<file path="src/rtl/p4_router_ingress_guard_pkg.sv">
// Shared types and constants for the ingress frame guard.
// This package holds the per-channel FSM encoding and the counter slot layout.
// Slot layout used in the flattened cnts vector: [0] good, [1] oversize,
// [2] runt/upstream-bad, [3] muted (dropped while disabled).
package p4_router_ingress_guard_pkg;

  typedef enum logic [1:0] {
    IDLE,
    PASS,
    DROP,
    TRUNC
  } guard_state_t;

  localparam int CNT_GOOD       = 0;
  localparam int CNT_OVERSIZE   = 1;
  localparam int CNT_BAD        = 2;
  localparam int CNT_MUTED      = 3;
  localparam int NUM_GUARD_CNTS = 4;

endpackage

</file>
<file path="src/rtl/p4_router_ingress_guard_chan.sv">
// One ingress channel of the frame guard.
// The channel makes a frame-level admission decision on the first beat of
// each frame. It counts bytes and cuts frames that exceed the MTU. It tags
// frames that are runts or arrive marked bad from upstream. It keeps four
// saturating statistics counters.
// The output is a registered stage backed by a one-entry skid buffer. This
// gives full throughput with 1-cycle latency.
module p4_router_ingress_guard_chan
  import p4_router_ingress_guard_pkg::*;
#(
  parameter int DATA_BYTES      = 8,
  parameter int MTU_BYTES       = 1500,
  parameter int MIN_FRAME_BYTES = 64,
  parameter int COUNTER_WIDTH   = 32
) (
  input  logic                                    clk,
  input  logic                                    aresetn,
  input  logic                                    s_tvalid,
  output logic                                    s_tready,
  input  logic [DATA_BYTES*8-1:0]                 s_tdata,
  input  logic [DATA_BYTES-1:0]                   s_tkeep,
  input  logic                                    s_tlast,
  input  logic                                    s_tuser,
  output logic                                    m_tvalid,
  input  logic                                    m_tready,
  output logic [DATA_BYTES*8-1:0]                 m_tdata,
  output logic [DATA_BYTES-1:0]                   m_tkeep,
  output logic                                    m_tlast,
  output logic                                    m_tuser,
  input  logic                                    port_enable,
  input  logic                                    cnt_clear,
  output logic                                    port_connected,
  output logic [NUM_GUARD_CNTS*COUNTER_WIDTH-1:0] cnts
);

  localparam int DW  = DATA_BYTES * 8;
  // The byte count only grows while a frame is forwarded. One beat past the
  // MTU is the largest value it can ever hold.
  localparam int BCW = $clog2(MTU_BYTES + DATA_BYTES + 1);
  localparam logic [BCW-1:0] MTU_LIM = BCW'(MTU_BYTES);
  localparam logic [BCW-1:0] MIN_LIM = BCW'(MIN_FRAME_BYTES);

  guard_state_t state, state_nxt;
  logic [BCW-1:0] byte_cnt, byte_cnt_nxt;
  logic [BCW-1:0] beat_bytes, total;
  logic           rdy_en;
  logic           skid_full;
  logic [DW-1:0]  skid_data;
  logic [DATA_BYTES-1:0] skid_keep;
  logic           skid_last, skid_user;
  logic           accept, pass_beat;
  logic           fwd, fwd_last, fwd_user;
  logic [NUM_GUARD_CNTS-1:0] inc;
  logic [COUNTER_WIDTH-1:0]  cnt_q [NUM_GUARD_CNTS];

  // rdy_en keeps s_tready low while in reset and for the edge that releases it.
  assign s_tready   = rdy_en && !skid_full;
  assign accept     = s_tvalid && s_tready;
  assign beat_bytes = BCW'($countones(s_tkeep));
  // Forwarding beats: a frame start admitted by port_enable, or any PASS beat.
  assign pass_beat  = ((state == IDLE) && port_enable) || (state == PASS);

  // Frame FSM: admission, MTU cut, end-of-frame tagging and counter events.
  always_comb begin
    // NOTE: every signal written here gets a default first, so no path
    // leaves one unassigned and no latch is inferred.
    state_nxt    = state;
    byte_cnt_nxt = byte_cnt;
    fwd          = 1'b0;
    fwd_last     = 1'b0;
    fwd_user     = 1'b0;
    inc          = '0;
    total        = ((state == IDLE) ? '0 : byte_cnt) + beat_bytes;

    if (accept) begin
      if (pass_beat) begin
        fwd          = 1'b1;
        byte_cnt_nxt = total;
        if (total > MTU_LIM) begin
          // Cut here: this beat becomes the tagged last beat; the rest of the frame is discarded.
          fwd_last          = 1'b1;
          fwd_user          = 1'b1;
          inc[CNT_OVERSIZE] = 1'b1;
          state_nxt         = s_tlast ? IDLE : TRUNC;
        end else if (s_tlast) begin
          fwd_last     = 1'b1;
          fwd_user     = s_tuser || (total < MIN_LIM);
          inc[CNT_BAD] = fwd_user;
          inc[CNT_GOOD] = !fwd_user;
          state_nxt    = IDLE;
        end else begin
          state_nxt = PASS;
        end
      end else begin
        unique case (state)
          IDLE: begin
            // Disabled at frame start: the whole frame is muted.
            inc[CNT_MUTED] = s_tlast;
            state_nxt      = s_tlast ? IDLE : DROP;
          end
          DROP: begin
            if (s_tlast) begin
              inc[CNT_MUTED] = 1'b1;
              state_nxt      = IDLE;
            end
          end
          TRUNC: begin
            if (s_tlast) state_nxt = IDLE;
          end
          default: state_nxt = IDLE;
        endcase
      end
    end
  end

  // State, byte count and the enable snapshot applied at frame boundaries.
  always_ff @(posedge clk or negedge aresetn) begin
    if (!aresetn) begin
      state          <= IDLE;
      byte_cnt       <= '0;
      port_connected <= 1'b0;
    end else begin
      // NOTE: sequential state uses <= so every flop samples pre-edge values
      // regardless of block ordering.
      state    <= state_nxt;
      byte_cnt <= byte_cnt_nxt;
      if (state == IDLE) port_connected <= port_enable;
    end
  end

  // Output register plus one-entry skid: a forwarded beat goes straight to the
  // output when it is free, otherwise it parks in the skid until the sink drains.
  always_ff @(posedge clk or negedge aresetn) begin
    if (!aresetn) begin
      rdy_en    <= 1'b0;
      skid_full <= 1'b0;
      skid_data <= '0;
      skid_keep <= '0;
      skid_last <= 1'b0;
      skid_user <= 1'b0;
      m_tvalid  <= 1'b0;
      m_tdata   <= '0;
      m_tkeep   <= '0;
      m_tlast   <= 1'b0;
      m_tuser   <= 1'b0;
    end else begin
      rdy_en <= 1'b1;
      if (!m_tvalid || m_tready) begin
        if (skid_full) begin
          m_tvalid  <= 1'b1;
          m_tdata   <= skid_data;
          m_tkeep   <= skid_keep;
          m_tlast   <= skid_last;
          m_tuser   <= skid_user;
          skid_full <= 1'b0;
        end else begin
          m_tvalid <= fwd;
          if (fwd) begin
            m_tdata <= s_tdata;
            m_tkeep <= s_tkeep;
            m_tlast <= fwd_last;
            m_tuser <= fwd_user;
          end
        end
      end else if (fwd) begin
        skid_full <= 1'b1;
        skid_data <= s_tdata;
        skid_keep <= s_tkeep;
        skid_last <= fwd_last;
        skid_user <= fwd_user;
      end
    end
  end

  // Saturating statistics; a clear strobe wins over a coincident increment.
  always_ff @(posedge clk or negedge aresetn) begin
    if (!aresetn) begin
      // NOTE: this small register array is software-visible, so it is reset;
      // a true storage RAM would not be.
      for (int i = 0; i < NUM_GUARD_CNTS; i++) cnt_q[i] <= '0;
    end else begin
      for (int i = 0; i < NUM_GUARD_CNTS; i++) begin
        if (cnt_clear) begin
          cnt_q[i] <= '0;
        end else if (inc[i] && (cnt_q[i] != '1)) begin
          cnt_q[i] <= cnt_q[i] + COUNTER_WIDTH'(1);
        end
      end
    end
  end

  for (genvar i = 0; i < NUM_GUARD_CNTS; i++) begin : g_cnt_out
    assign cnts[i*COUNTER_WIDTH +: COUNTER_WIDTH] = cnt_q[i];
  end

endmodule

</file>
<file path="src/rtl/p4_router_ingress_frame_guard.sv">
// Ingress frame admission stage for the P4 router.
// The stage replicates one independent guard channel per port. It slices the
// flattened AXIS vectors per port, with no cross-port interaction.
module p4_router_ingress_frame_guard
  import p4_router_ingress_guard_pkg::*;
#(
  parameter int NUM_PORTS       = 4,
  parameter int DATA_BYTES      = 8,
  parameter int MTU_BYTES       = 1500,
  parameter int MIN_FRAME_BYTES = 64,
  parameter int COUNTER_WIDTH   = 32
) (
  input  logic                                              clk,
  input  logic                                              aresetn,
  input  logic [NUM_PORTS-1:0]                              s_tvalid,
  output logic [NUM_PORTS-1:0]                              s_tready,
  input  logic [NUM_PORTS*DATA_BYTES*8-1:0]                 s_tdata,
  input  logic [NUM_PORTS*DATA_BYTES-1:0]                   s_tkeep,
  input  logic [NUM_PORTS-1:0]                              s_tlast,
  input  logic [NUM_PORTS-1:0]                              s_tuser,
  output logic [NUM_PORTS-1:0]                              m_tvalid,
  input  logic [NUM_PORTS-1:0]                              m_tready,
  output logic [NUM_PORTS*DATA_BYTES*8-1:0]                 m_tdata,
  output logic [NUM_PORTS*DATA_BYTES-1:0]                   m_tkeep,
  output logic [NUM_PORTS-1:0]                              m_tlast,
  output logic [NUM_PORTS-1:0]                              m_tuser,
  input  logic [NUM_PORTS-1:0]                              port_enable,
  input  logic [NUM_PORTS-1:0]                              cnt_clear,
  output logic [NUM_PORTS-1:0]                              port_connected,
  output logic [NUM_PORTS*NUM_GUARD_CNTS*COUNTER_WIDTH-1:0] cnts
);

  localparam int DW = DATA_BYTES * 8;
  localparam int CW = NUM_GUARD_CNTS * COUNTER_WIDTH;

  // Reject parameter sets the channel logic cannot represent.
  if (NUM_PORTS < 1) begin : g_chk_ports
    $error("NUM_PORTS must be at least 1");
  end
  if (DATA_BYTES < 1) begin : g_chk_bytes
    $error("DATA_BYTES must be at least 1");
  end
  if (MTU_BYTES < DATA_BYTES) begin : g_chk_mtu
    $error("MTU_BYTES must be at least DATA_BYTES");
  end
  if ((MIN_FRAME_BYTES < 1) || (MIN_FRAME_BYTES > MTU_BYTES)) begin : g_chk_min
    $error("MIN_FRAME_BYTES must be in 1..MTU_BYTES");
  end
  if (COUNTER_WIDTH < 8) begin : g_chk_cw
    $error("COUNTER_WIDTH must be at least 8");
  end

  for (genvar p = 0; p < NUM_PORTS; p++) begin : g_chan
    p4_router_ingress_guard_chan #(
      .DATA_BYTES      (DATA_BYTES),
      .MTU_BYTES       (MTU_BYTES),
      .MIN_FRAME_BYTES (MIN_FRAME_BYTES),
      .COUNTER_WIDTH   (COUNTER_WIDTH)
    ) u_chan (
      .clk            (clk),
      .aresetn        (aresetn),
      .s_tvalid       (s_tvalid[p]),
      .s_tready       (s_tready[p]),
      .s_tdata        (s_tdata[p*DW +: DW]),
      .s_tkeep        (s_tkeep[p*DATA_BYTES +: DATA_BYTES]),
      .s_tlast        (s_tlast[p]),
      .s_tuser        (s_tuser[p]),
      .m_tvalid       (m_tvalid[p]),
      .m_tready       (m_tready[p]),
      .m_tdata        (m_tdata[p*DW +: DW]),
      .m_tkeep        (m_tkeep[p*DATA_BYTES +: DATA_BYTES]),
      .m_tlast        (m_tlast[p]),
      .m_tuser        (m_tuser[p]),
      .port_enable    (port_enable[p]),
      .cnt_clear      (cnt_clear[p]),
      .port_connected (port_connected[p]),
      .cnts           (cnts[p*CW +: CW])
    );
  end

endmodule
</file>
<file path="config.mk">
export PLATFORM = sky130hd
export DESIGN_NAME = p4_router_ingress_frame_guard
export DESIGN_NICKNAME = d
export VERILOG_FILES = /design/src/rtl/p4_router_ingress_guard_pkg.sv /design/src/rtl/p4_router_ingress_guard_chan.sv /design/src/rtl/p4_router_ingress_frame_guard.sv
export SDC_FILE = /design/constraint.sdc
export NUM_CORES = 2
export LEC_CHECK = 0
export ABC_AREA = 0
export CELL_PAD_IN_SITES_DETAIL_PLACEMENT = 0
export CELL_PAD_IN_SITES_GLOBAL_PLACEMENT = 2
export CORE_AREA = 4 4 442 444
export DETAILED_ROUTE_END_ITERATION = 8
export DIE_AREA = 0 0 446 448
export GPL_TIMING_DRIVEN = 1
export PLACE_DENSITY = 0.84
export REMOVE_ABC_BUFFERS = 1
export SYNTH_ARGS = -nofsm -noshare
export SYNTH_HDL_FRONTEND = slang
export SYNTH_SLANG_ARGS = --single-unit
</file>
<file path="constraint.sdc">
create_clock -name clk -period 5.65 [get_ports clk]
set_input_delay 1.13 -clock clk [delete_from_list [all_inputs] [get_ports clk]]
set_output_delay 1.13 -clock clk [all_outputs]
set_load 0.01 [all_outputs]
</file>
# --- After elaboration in Yosys (flattened, before gate mapping) ---
# Index checks and enable logic that the tools add are counted.
# Widths: inputs -> output; s select.
op_classes:
  reduce_logical: 100
  magnitude_cmp: 8
  add_sub_neg: 48
  n_eq_ne: 32
  n_bitwise: 4
  mux: 180
op_table:
  columns: ["operator", "count"]
  rows:
  - ["$mux 32", 32]
  - ["$add 32x1->32 const B", 16]
  - ["$mux 64", 8]
  - ["$ne 32x32->1 const B", 16]
  - ["$add 11x11->11", 16]
  - ["$mux 1", 92]
  - ["$mux 8", 8]
  - ["$reduce_bool 2->1", 24]
  - ["$gt 11x11->1 const B", 4]
  - ["$lt 11x7->1 const B", 4]
  - ["$mux 11", 4]
  - ["$mux 2", 20]
  - ["$add 1x1->2", 16]
  - ["$reduce_and 2->1", 16]
  - ["$logic_and 1x1->1", 28]
  - ["$eq 2x2->1 const B", 8]
  - ["$mux 4", 4]
  - ["$pmux 2 s2", 4]
  - ["$logic_not 1->1", 12]
  - ["$logic_or 1x1->1", 12]
  - ["$mux 3", 4]
  - ["$ne 3x1->1 const B", 4]
  - ["$eq 2x1->1 const B", 4]
  - ["$logic_not 2->1", 4]
  - ["other kinds (3)", 12]
word_totals:
  register_bits: 1169
  in_bits: 314

# --- Logic depth before layout (Yosys ltp) ---
depth:
  depth_word: 14
  mapped_depth: 18
  ltp_nobuf: 15

# --- By module ---
# From an unflattened synthesis, not the netlist that was laid out.
hier_totals:
  cells_unflattened: 5807
  area_unflattened_um2: 57511.4
by_module_without_submodules:
  columns: ["module", "seq_area_each_um2", "area_per_inst_um2", "cells_each", "instances"]
  rows:
  - ["p4_router_ingress_guard_chan (g_chan[0].u_chan ...)", 7332.0, 14513.9, 1422, 2]
  - ["p4_router_ingress_guard_chan (g_chan[1].u_chan)", 7332.0, 14315.0, 1412, 1]
  - ["p4_router_ingress_guard_chan (g_chan[3].u_chan)", 7332.0, 14168.6, 1551, 1]

# --- Worst setup path before layout ---
# OpenSTA, ideal clock, no wires.
synth_path:
  path_kind: "input-to-reg"
  startpoint: "input port s_tkeep[24]"
  endpoint: "register g_chan[3].u_chan.cnt_q, in the netlist g_chan[3].u_chan.cnts[48]"
  cell_stages: 17
  n_path_buf: 2
  setup_ns: 0.132
  arrival_time_ns: 5.499
  path_slack_ns: 0.019
  t_required_ns: 5.518
  cell_sequence: "ha_1 -> inv_1 -> fa_1 -> fa_1 -> fa_1 -> fa_1 -> nand2b_1 -> a21oi_1 -> xnor2_1 -> nand3_1 -> a2111o_1 -> a211o_1 -> clkbuf_1 -> clkbuf_1 -> nor4_1 -> xnor2_1 -> nor2_1"
synth_via:
  elab_chain_len: 10
synth_lines:
  columns: ["element", "line_no", "rtl"]
  rows:
  - ["from (decl)", "p4_router_ingress_frame_guard.sv:18", "input logic [NUM_PORTS*DATA_BYTES-1:0] s_tkeep,"]
  - ["$add 1x1->2 (not written as such)", "p4_router_ingress_guard_chan.sv:59", "assign beat_bytes = BCW'($countones(s_tkeep));"]
  - ["$add 11x11->11 (not written as such) (2 in a row)", "p4_router_ingress_guard_chan.sv:59", null]
  - ["$add 11x11->11", "p4_router_ingress_guard_chan.sv:73", "total = ((state == IDLE) ? '0 : byte_cnt) + beat_bytes;"]
  - ["$gt 11x11->1", "p4_router_ingress_guard_chan.sv:79", "if (total > MTU_LIM) begin"]
  - ["$mux 1", "p4_router_ingress_guard_chan.sv:79", null]
  - ["$mux 3", "p4_router_ingress_guard_chan.sv:76", "if (pass_beat) begin"]
  - ["$mux 4", "p4_router_ingress_guard_chan.sv:75", "if (accept) begin"]
  - ["$logic_and 1x1->1", "p4_router_ingress_guard_chan.sv:185", "end else if (inc[i] && (cnt_q[i] != '1)) begin"]
  - ["$reduce_bool 2->1 (no source line)", null, null]
  - ["to (signal, indexed assignment)", "p4_router_ingress_guard_chan.sv:186", "cnt_q[i] <= cnt_q[i] + COUNTER_WIDTH'(1);"]
  - ["to (decl)", "p4_router_ingress_guard_chan.sv:54", "logic [COUNTER_WIDTH-1:0] cnt_q [NUM_GUARD_CNTS];"]
# No other way between the ends.
# A chain may end at the register's enable or synchronous reset.

# --- Worst setup path after layout ---
layout_path:
  startpoint: "input port s_tkeep[22]"
  endpoint: "register g_chan[2].u_chan.cnt_q, in the netlist g_chan[2].u_chan.cnts[82]"
layout_via:
  elab_chain_len: 12
  elab_cells_between_ends: 13
  classes_between: "add/sub: 4; order compare: 2; mux: 4; reduce/logical: 3"
layout_lines:
  columns: ["element", "line_no", "rtl"]
  rows:
  - ["$add 1x1->2 (not written as such) (*)", "p4_router_ingress_guard_chan.sv:59", null]
  - ["$add 11x11->11 (not written as such) (*) (2 in a row)", "p4_router_ingress_guard_chan.sv:59", null]
  - ["$add 11x11->11 (*)", "p4_router_ingress_guard_chan.sv:73", null]
  - ["$lt 11x7->1", "p4_router_ingress_guard_chan.sv:87", "fwd_user = s_tuser || (total < MIN_LIM);"]
  - ["$logic_or 1x1->1", "p4_router_ingress_guard_chan.sv:87", null]
  - ["$mux 1", "p4_router_ingress_guard_chan.sv:85", "end else if (s_tlast) begin"]
  - ["$mux 1 (*)", "p4_router_ingress_guard_chan.sv:79", null]
  - ["$mux 3 (*)", "p4_router_ingress_guard_chan.sv:76", null]
  - ["$mux 4 (*)", "p4_router_ingress_guard_chan.sv:75", null]
  - ["$logic_and 1x1->1 (*)", "p4_router_ingress_guard_chan.sv:185", null]
  - ["$reduce_bool 2->1 (no source line) (*)", null, null]
  - ["to (signal, indexed assignment)", "p4_router_ingress_guard_chan.sv:186", null]
  - ["to (decl)", "p4_router_ingress_guard_chan.sv:54", null]
# Mark *: on every way between the ends. The rest lies on a longest branch, timed or not.

==> reports/qor.txt <==
Post-synthesis register bit count - 1169
PwrDens - 354 nW/um^2
Hpwl dp - 153 mm
Metal2 WL - 97.7 mm
Root Buffer - clkbuf_16
Startpoint types - input pin
XOR/XNOR share of the synthesized area - 0.0578
PortBufs - 1133
Antenna-violating nets left - 0
Setup_tns - 0 ns
Largest net degree at the start of global routing - 153
Final #Nets - 7068
Clock slew at reported path FFs - 0.06 ns
I/O Pins - 1134
Crit path max fanout - 10
Vias in the first global route - 45474
Mux cell area share after synthesis - 0.117
Initial antenna violation count - 25
Asr flop ratio synth - 1.00
Max H-tree Level - 4
Rows - 161
Worst-Skew Late Latency - 0.79 ns
Die ar. - 200000 sq um
Tot GR Track Use - 0.197
Remaining DRCs - 0
Tightest Pin Transition - 1.18 ns
CTS tree - yes
Synth Area in Compound Gates - 0.0740
Die W - 446 um
Tmin final - 5.54 ns
Critical Path Sink Type - register
Status - completed
Clock buffer count from CTS - 143
Final WL - 205 mm
EDFF count, synth - 0
CP Data Arrival Time - 6.24 ns
Final Max Slew Viols - 0
Initial DRC Count - 2675
Largest family of logic cells by synthesized area - simple AND/OR/NAND/NOR gates
Gate Count Post-Synth - 5469
# Max-Cap Violations - 0
Cell variety after synth - 79
Area growth from synthesis to layout - 36.1%
Max Root-Sink Buffers - 3
Chip height - 448 um
Required time of the critical path - 6.35 ns
Detail Route met3 WL - 13.7 mm
CP Class - input pin to register
Period utilization - 0.981
Final Skew - 0.0343 ns
Post-synthesis simple-gate area fraction - 0.181
Via Count - 45966
Max VDD drop - 0.000258 V
Max Used Layer - met5
First-pass GRT wire length - 301 mm
Most common cell after layout, fill and taps aside - dfrtp_1
Number of vias per cell - 4.93
Wl on met1 - 82.3 mm
Fmax - 0.180 GHz
Yosys synthesis warning count - 0
Share of cells above drive strength 1 - 0.122
Relative slew slack - 0.212
Initial Util - 0.292
FF-to-FF setup slack - 0.97 ns
Top_reg_cell synth - dfrtp_1
Post-DR wirelength/cell - 22.0 um
Leakage - 30.9 nW
R2R cell count - 17
Hold crit path type - input pin to asynchronous set/reset pin
Post-synthesis sequential area ratio - 0.523
Reg2Reg Capture Point - g_chan[1].u_chan.cnts[94]$_DFFE_PN0P_
Setup Viol. Count Final - 0
Cell Area, Synth - 56000 sq um
Syn_area_per_cell - 10.2 sq um
Gp weighted congestion - 0.879
Reg-to-Reg Start - g_chan[1].u_chan.state[1]$_DFFE_PN0P_
Commonest cells after routing, fill and taps aside - dfrtp_1 (1165), clkdlybuf4s50_1 (1128), nor2_1 (730), a21oi_1 (398), nand2_1 (386)
GR Overflow Total - 0
Post-route cell area - 76200 sq um
Fin. Hold Viols - 0
Sink Count - 1169
Post-synthesis adder-cell area fraction - 0.0193
Initial DRT Pass Iterations - 5
Core area - 192000 sq um
Placed standard-cell area - 71400 sq um
[per-layer routing]
| metal | vias up | global-route usage |
|---|---|---|
| met5 | - | 0 |
| met4 | 24 | 0.0945 |
| met3 | 362 | 0.0551 |
| met2 | 1191 | 0.327 |
| met1 | 22888 | 0.237 |
| li1 | 21501 | - |
[cells by family (layout without fill, tap and decap cells)]
group / Yosys count / count (layout)
adder cells (fa/ha/maj): 72 / 72
multiplexers: 614 / 614
flip-flops: 1169 / 1169
AND/OR/NAND/NOR: 2092 / 2093
AO/OA/AOI/OAI: 756 / 756
other: 1 / 14
buffers and inverters: 396 / 1708
XOR/XNOR: 369 / 369
[how the worst max path moves through the flow]
stage                                           startpoint                                       to  slack, ns  depth (start not counted)
floorplan           g_chan[2].u_chan.skid_full$_DFFE_PN0P_  g_chan[2].u_chan.m_tdata[0]$_DFFE_PN0P_      -4.85                          5
global placement                               s_tkeep[26]    g_chan[3].u_chan.cnts[34]$_DFFE_PN0P_      -0.80                         17
detailed placement                             s_tkeep[26]    g_chan[3].u_chan.cnts[34]$_DFFE_PN0P_      -0.85                         17
CTS                                            s_tkeep[26]    g_chan[3].u_chan.cnts[92]$_DFFE_PN0P_       0.07                         18
global route                                   s_tkeep[26]    g_chan[3].u_chan.cnts[28]$_DFFE_PN0P_      -0.02                         20
finish                                         s_tkeep[22]    g_chan[2].u_chan.cnts[82]$_DFFE_PN0P_       0.11                         18
[final cells by class]
type | count | area, sq um
Sequential cell | 1169 | 29300
Timing Repair Buffer | 1366 | 13400
Antenna cell | 13 | 32.5
Clock buffer | 201 | 4130
Fill cell | 18737 | 115000
Clock inverter | 44 | 460
Multi-Input combinational cell | 3905 | 25400
Tap cell | 2526 | 3160
Inverter | 97 | 364
[cell usage after synthesis (9+ instances only)]
| library cell | instances | share of area |
|---|---|---|
| a21oi_1 | 401 | 0.036 |
| a31oi_1 | 16 | 0.0018 |
| and2_1 | 53 | 0.0059 |
| and3_1 | 106 | 0.012 |
| and4_1 | 48 | 0.0075 |
| buf_1 | 17 | 0.0011 |
| buf_4 | 21 | 0.0028 |
| clkbuf_1 | 255 | 0.017 |
| dfrtp_1 | 1169 | 0.52 |
| fa_1 | 24 | 0.0086 |
| ha_1 | 48 | 0.011 |
| inv_1 | 97 | 0.0065 |
| mux2_2 | 309 | 0.062 |
| mux2i_1 | 305 | 0.055 |
| nand2_1 | 388 | 0.026 |
| nand2b_1 | 15 | 0.0017 |
| nand3_1 | 223 | 0.020 |
| nand4_1 | 162 | 0.018 |
| nand4b_1 | 10 | 0.0016 |
| nor2_1 | 734 | 0.049 |
| nor2b_1 | 33 | 0.0037 |
| nor3_1 | 90 | 0.0080 |
| nor4_1 | 36 | 0.0040 |
| o21ai_0 | 243 | 0.022 |
| o31ai_1 | 20 | 0.0027 |
| or2_2 | 9 | 0.0010 |
| or3_1 | 129 | 0.014 |
| or4_1 | 24 | 0.0032 |
| xnor2_1 | 143 | 0.022 |
| xor2_1 | 226 | 0.035 |
[power breakdown]
part,switching [W],leakage (nW),internal (W)
Combinational,0.00311,13.4,0.00343
Sequential,0.00105,15.2,0.0102
Clock,0.00373,2.27,0.00540
[repair_timing]
action | CTS | global route
resized for setup | 1 | 26
cloned | 0 | 1
setup buffers | 0 | 5
pin swaps | 0 | 11
hold buffers | 0 | 0
hold endpoints to repair | 0 | 0
setup endpoints to repair | 1 | 82
[state kept, by name, indices dropped and copies added (netlist names)]
register                      flops
g_chan.u_chan.cnts              512
g_chan.u_chan.m_tdata           256
g_chan.u_chan.skid_data         256
g_chan.u_chan.byte_cnt           44
g_chan.u_chan.m_tkeep            32
g_chan.u_chan.skid_keep          32
g_chan.u_chan.state               8
g_chan.u_chan.m_tlast             4
g_chan.u_chan.m_tuser             4
g_chan.u_chan.m_tvalid            4
g_chan.u_chan.port_connected      4
g_chan.u_chan.skid_full           4
g_chan.u_chan.skid_last           4
g_chan.u_chan.skid_user           4
g_chan.u_chan.rdy_en              1
[worst max-delay path: stages]
cell and delay, ns:
clkdlybuf4s50_1 0.44, ha_1 0.30, inv_1 0.06, fa_2 0.61, fa_1 0.45, fa_2 0.39
fa_1 0.40, nand2b_2 0.24, a21oi_2 0.23, mux2_2 0.35, o21ai_0 0.14, and4_1 0.24
a311o_2 0.23, buf_4 0.18, nand4_1 0.12, buf_4 0.22, or3_1 0.34, a21oi_1 0.17
[through the flow]
step	hold slack, ns	utilization	total power, W	std cells	setup slack (ns)
global route	0.278	0.398	0.0284	9312	-0.0239
CTS	0.333	0.397	0.0273	9302	0.0732
finish	0.238	0.398	0.0269	9321	0.109
global placement	0.453	0.373	0.0178	9057	-0.804
detailed placement	0.461	0.373	0.0180	9057	-0.855
floorplan	0.437	-	0.0140	5170	-4.85
Power figures use the tool's default switching activity.
